### config.mk
export PLATFORM = sky130hd
export DESIGN_NAME = pc_unit_ras
export DESIGN_NICKNAME = d
export VERILOG_FILES = /design/src/rtl/pc_unit_ras.sv
export SDC_FILE = /design/constraint.sdc
export NUM_CORES = 1
export LEC_CHECK = 0
export BUFFER_PORTS_ARGS = -buffer_cell sky130_fd_sc_hd__clkbuf_2
export CAP_MARGIN = 20
export CORE_ASPECT_RATIO = 1.1
export CORE_MARGIN = 2
export CORE_UTILIZATION = 56
export DETAILED_ROUTE_END_ITERATION = 10
export PLACE_DENSITY = 0.77
export SYNTH_ARGS = -nofsm -noshare
export SYNTH_HDL_FRONTEND = slang
export SYNTH_SLANG_ARGS = --single-unit
export TNS_END_PERCENT = 30
### constraint.sdc
create_clock -name i_clk -period 4.39 [get_ports i_clk]
set_input_delay 0.2195 -clock i_clk [delete_from_list [all_inputs] [get_ports i_clk]]
set_output_delay 0.2195 -clock i_clk [all_outputs]
set_load 0.02 [all_outputs]
### src/rtl/pc_unit_ras.sv
// pc_unit_ras
//   Program-counter unit. It holds the PC and selects the next PC from one of
//   four sources: the increment, the address adder, the data bus, or the top of
//   a small return-address stack (RAS). The PC loads only when i_ld_pc is high.
//   The RAS is a circular buffer addressed by a top pointer that wraps mod
//   RAS_DEPTH. When the stack is full, a push silently overwrites the oldest
//   entry.
//
// Ports
//   i_clk            system clock; all state changes on the rising edge
//   i_reset          synchronous active-high reset
//   i_ld_pc          load the PC with the selected next value at this edge
//   i_pcmux_sel      00 PC+INC, 01 adder, 10 bus, 11 RAS pop
//   i_push           push PC+INC onto the RAS (qualified by i_ld_pc)
//   i_adder_in       address-adder result
//   i_bus_in         data-bus value
//   o_pc             current PC (registered)
//   o_pc_inc         PC+INC mod 2^WIDTH (combinational from the PC)
//   o_ras_empty      stack holds no valid entries
//   o_ras_full       stack holds RAS_DEPTH valid entries
//   o_ras_count      number of valid stack entries
//   o_ras_underflow  sticky; set when a pop is attempted on an empty stack
module pc_unit_ras #(
  parameter int               WIDTH     = 16,
  parameter int               RAS_DEPTH = 4,
  parameter logic [WIDTH-1:0] RESET_VEC = '0,
  parameter int               INC       = 1
) (
  input  logic                           i_clk,
  input  logic                           i_reset,
  input  logic                           i_ld_pc,
  input  logic [1:0]                     i_pcmux_sel,
  input  logic                           i_push,
  input  logic [WIDTH-1:0]               i_adder_in,
  input  logic [WIDTH-1:0]               i_bus_in,
  output logic [WIDTH-1:0]               o_pc,
  output logic [WIDTH-1:0]               o_pc_inc,
  output logic                           o_ras_empty,
  output logic                           o_ras_full,
  output logic [$clog2(RAS_DEPTH):0]     o_ras_count,
  output logic                           o_ras_underflow
);

  localparam int               PTR_W   = $clog2(RAS_DEPTH);
  localparam int               CNT_W   = PTR_W + 1;
  localparam logic [CNT_W-1:0] DEPTH_C = CNT_W'(RAS_DEPTH);
  localparam logic [WIDTH-1:0] INC_W   = WIDTH'(INC);

  logic [WIDTH-1:0] r_pc;
  logic [WIDTH-1:0] r_ras [RAS_DEPTH];
  logic [PTR_W-1:0] r_top;       // index of the most recently pushed entry
  logic [CNT_W-1:0] r_count;
  logic             r_underflow;

  logic [WIDTH-1:0] w_pc_inc;
  logic [WIDTH-1:0] w_top_val;
  logic [PTR_W-1:0] w_top_up;
  logic             w_empty;
  logic             w_full;
  logic             w_pop;
  logic             w_push;
  logic [WIDTH-1:0] w_pc_next;
  logic             w_wr_en;
  logic [PTR_W-1:0] w_wr_idx;
  logic [PTR_W-1:0] w_top_next;
  logic [CNT_W-1:0] w_count_next;
  logic             w_uf_set;

  assign w_pc_inc  = r_pc + INC_W;  // wraps naturally at WIDTH bits
  assign w_top_val = r_ras[r_top];
  assign w_top_up  = r_top + 1'b1;
  assign w_empty   = (r_count == '0);
  assign w_full    = (r_count == DEPTH_C);
  assign w_pop     = i_ld_pc && (i_pcmux_sel == 2'b11);
  assign w_push    = i_ld_pc && i_push;

  // Next-PC select. A pop on an empty stack falls back to the increment.
  always_comb begin
    w_pc_next = w_pc_inc;
    case (i_pcmux_sel)
      2'b01:   w_pc_next = i_adder_in;
      2'b10:   w_pc_next = i_bus_in;
      2'b11:   w_pc_next = w_empty ? w_pc_inc : w_top_val;
      default: w_pc_next = w_pc_inc;
    endcase
  end

  // Stack pointer / count / write control.
  always_comb begin
    w_wr_en      = 1'b0;
    w_wr_idx     = r_top;
    w_top_next   = r_top;
    w_count_next = r_count;
    w_uf_set     = 1'b0;
    if (w_pop) begin
      if (w_empty) begin
        w_uf_set = 1'b1;
        if (w_push) begin
          w_wr_en      = 1'b1;
          w_wr_idx     = w_top_up;
          w_top_next   = w_top_up;
          w_count_next = CNT_W'(1);
        end
      end else if (w_push) begin
        // Combined call-and-return: replace the top in place.
        w_wr_en  = 1'b1;
        w_wr_idx = r_top;
      end else begin
        w_top_next   = r_top - 1'b1;
        w_count_next = r_count - 1'b1;
      end
    end else if (w_push) begin
      // When full, advancing the pointer lands on the oldest entry, so the
      // circular write overwrites it and the count saturates.
      w_wr_en      = 1'b1;
      w_wr_idx     = w_top_up;
      w_top_next   = w_top_up;
      w_count_next = w_full ? r_count : r_count + 1'b1;
    end
  end

  always_ff @(posedge i_clk) begin
    if (i_reset) begin
      r_pc        <= RESET_VEC;
      r_top       <= '0;
      r_count     <= '0;
      r_underflow <= 1'b0;
    end else if (i_ld_pc) begin
      r_pc        <= w_pc_next;
      r_top       <= w_top_next;
      r_count     <= w_count_next;
      r_underflow <= r_underflow | w_uf_set;
    end
  end

  // Stack storage. Entries above the count are don't-care, so reset leaves
  // them alone.
  always_ff @(posedge i_clk) begin
    if (!i_reset && w_wr_en) begin
      r_ras[w_wr_idx] <= w_pc_inc;
    end
  end

  assign o_pc            = r_pc;
  assign o_pc_inc        = w_pc_inc;
  assign o_ras_empty     = w_empty;
  assign o_ras_full      = w_full;
  assign o_ras_count     = r_count;
  assign o_ras_underflow = r_underflow;

endmodule
==> impl_results.md <==
* Layout cells sized above 1 at 28.00%
* CTS clk-pin slew, worst paths at 90 ps
* CP Max Fanout at 10
* Post-synthesis async set-or-reset flop share at 0%
* Final GP Congestion at 0.8967
* Worst EP arrival at 3010 ps
* Top cell type's share of synthesized area at 45.15%
* # IOs at 76
* Clk root buf: clkbuf_8
* H-tree depth at 3
* Die height at 95.44 µm
* Initial antenna violation count at 0
* Synth Flop Type: edfxtp_1
* Critical Path RT at roughly 4500 ps
* Area leader, netlist: edfxtp_1
* Endpoints failing hold at 0
* Synth area leaders: edfxtp_1 45%, dfxtp_1 11%, mux4_2 8.5%
* Yosys warnings at 0
* RSZ-0062 raised after global routing: false
* DR WL/cell at 21.98 µm
* Clock sinks at 88
* GR Util All Layers at 27.93%
* Slew headroom at 35.64%
* PortBufs at between 70 and 80
* Hold Crit Class: in2reg
* Final setup vio count at 0
* Fin util at 65.61%
* # DRC at 0
* Synth-to-layout area growth at 14.55%
* Vias in the first global route at 3,151
* Initial Utilization at 57.27%
* Crit end category: flop
* First-pass GRT wire length at 16.82 mm
* Setup crit start kind: flop
* Register area at 0.002402 mm²
* Outcome: complete, no violations
* Fin. max-slew vios at 0
* HPWL Detailed at roughly 7.6 mm
* CTS Buf Count at 9
* Mean Syn Cell Area at 12.09 µm²
* Core footprint at 0.007432 mm²
* Die X at 87.13 µm
* Clk_skew at 14.39 ps
* Reg2reg setup slack at approximately 1400 ps
* Critical path class: reg2reg
* Final wirelength at 11.25 mm
* Actual slew at the worst max-slew pin at 963.5 ps
* Iter 0 DRT Violations at 343
* Post-synthesis cell area at 0.004257 mm²
* Leakage at 1.788 nW
* Antenna diodes at 0
* Area of the multi-input gates at approximately 0.0017 mm²
* EDFF count, synth at 64
* Detail Route Antenna Nets at 0
* CTS resizes at 0
* # rows at 33
* Min cycle time layout at 2941 ps
* Net count after synthesis at 394
* Design Area, Final at 0.004876 mm²
* Die area at 0.008315 mm²
* Period utilization at 67.00%
* CTS tree: built
* Worst slack, placed at about 1400 ps
* Seq/Total Area, Yosys at 56.44%
* Cell area after placement at between 0.004 and 0.005 mm²
* GRT overflow at 0
* DR vias/cell at 6.607
* Fmax at approximately 340 MHz
* Worst setup slack after layout at between 1000 and 1500 ps
* # Post-CTS Setup Buffers at 0
* Largest net degree at the start of global routing at 27
* Filler cells at 593
* TritonRoute pass-1 iters at 5
* Hold slack at 192.7 ps
* Setup TNS Final at 0 ps
* Maximum vdd drop at approximately 0.25 mV
* Worst skew pair latency at 370 ps
* CTS max path bufs at 2
* Max_cap viols at 0
* Vias at 3,383
* Layout net count at about 460
* Distinct cells, synth at 53
* Yosys reg bits at 88
* Hold Buf Count CTS at 0
* Syn Inst Count at between 300 and 400
* PD cells at between 300 and 400 mW/mm²
## power by group
part	total (W)	switching, W	internal, W
sequential	0.000959	0.0000362	0.000923
combinational	0.000271	0.000170	0.000101
clock	0.000550	0.000287	0.000263
## path summary, 6_finish.rpt
path              startpoint         endpoint  cells after the start
max           o_ras_count[0]     r_ras[0][12]                      8
max reg2reg   o_ras_count[0]     r_ras[0][12]                      8
min              i_bus_in[4]          o_pc[4]                      3
min reg2reg  o_ras_underflow  o_ras_underflow                      2
## critical path, cell delays in order, from the launching register on
cell and delay [ps]:
dfxtp_1 410, inv_1 80, ha_1 260, nand2b_1 390, nand2_1 180, nor3_1 220, a21oi_1 80, nor2_1 690
buf_4 320
## kinds of logic after synthesis
kind of cell,synth area share (%)
AO/OA/AOI/OAI,15.29
AND/OR/NAND/NOR,11.11
flip-flops,56.44
buffers and inverters,3.527
multiplexers,9.171
XOR/XNOR,3.292
adder cells (fa/ha/maj),1.176
## flip-flops by register name, summed over array words and instances (netlist names), named ones only
register and count:
r_ras 64, o_pc 16, o_ras_count 3, r_top 2
o_ras_underflow 1
## placed cells by master (no fill, tap or decap), types with 3 or more instances in the layout
cell	instances
a211oi_1	4
a21o_1	3
a21oi_1	33
a221oi_1	8
a22o_1	4
a22oi_1	4
a31oi_1	4
and2_1	4
and3_1	3
buf_4	5
clkbuf_2	75
clkbuf_8	9
dfxtp_1	24
edfxtp_1	64
ha_1	4
inv_1	10
mux2i_1	3
mux4_2	16
nand2_1	27
nand3_1	6
nor2_1	20
nor2b_1	4
nor3_1	6
nor4_1	3
o21ai_0	18
o21bai_1	3
o2bb2ai_1	3
o32ai_1	3
xnor2_1	10
xor2_1	6
## metal layers
layer | vias up | wire [µm] | global-route usage, %
li1 | 1491 | - | -
met1 | 1659 | 4433 | 36.37
met3 | 35 | 883 | 7.013
met4 | 0 | 394 | 12.31
met2 | 198 | 5540 | 44.53
met5 | - | 0 | 0
## synth_stat cells (2+ instances only)
cell        n
nand2_1    27
or3_1       2
nand4_2     2
nor2_1     20
inv_1      10
and3_1      3
o21ai_0    18
xor2_1      6
a41oi_1     2
dfxtp_1    24
ha_1        4
o21ai_1     2
a31oi_1     4
a21o_1      3
o21bai_1    3
buf_2       9
o32ai_1     3
a21oi_1    33
nand2b_1    2
xnor2_1    10
a22o_1      4
nor3_1      6
and4_1      2
nand3_1     6
o2bb2ai_1   3
a211oi_1    4
a221oi_1    8
a22oi_1     4
mux2i_1     3
nor2b_1     4
nor3b_1     2
nor4_1      5
buf_1       3
nand4_1     2
edfxtp_1   64
clkbuf_1   10
mux4_2     16
and2_1      4
## stage by stage
stage | total power, W | cells
detailed placement | 0.001244 | 496
global route | 0.001841 | 512
floorplan | 0.001149 | 352
finish | 0.001780 | 512
CTS | 0.001779 | 512
global placement | 0.001235 | 496
## layout make-up
| type | instances | area share (%) |
|---|---|---|
| timing repair buffer | 80 | 8.468 |
| tap | 87 | 2.232 |
| multi-input combinational | 229 | 35.21 |
| sequential | 88 | 49.27 |
| inverter | 12 | 0.9238 |
| clock inverter | 5 | 1.206 |
| clock buffer | 11 | 2.694 |
Power figures use the tool's default switching activity.
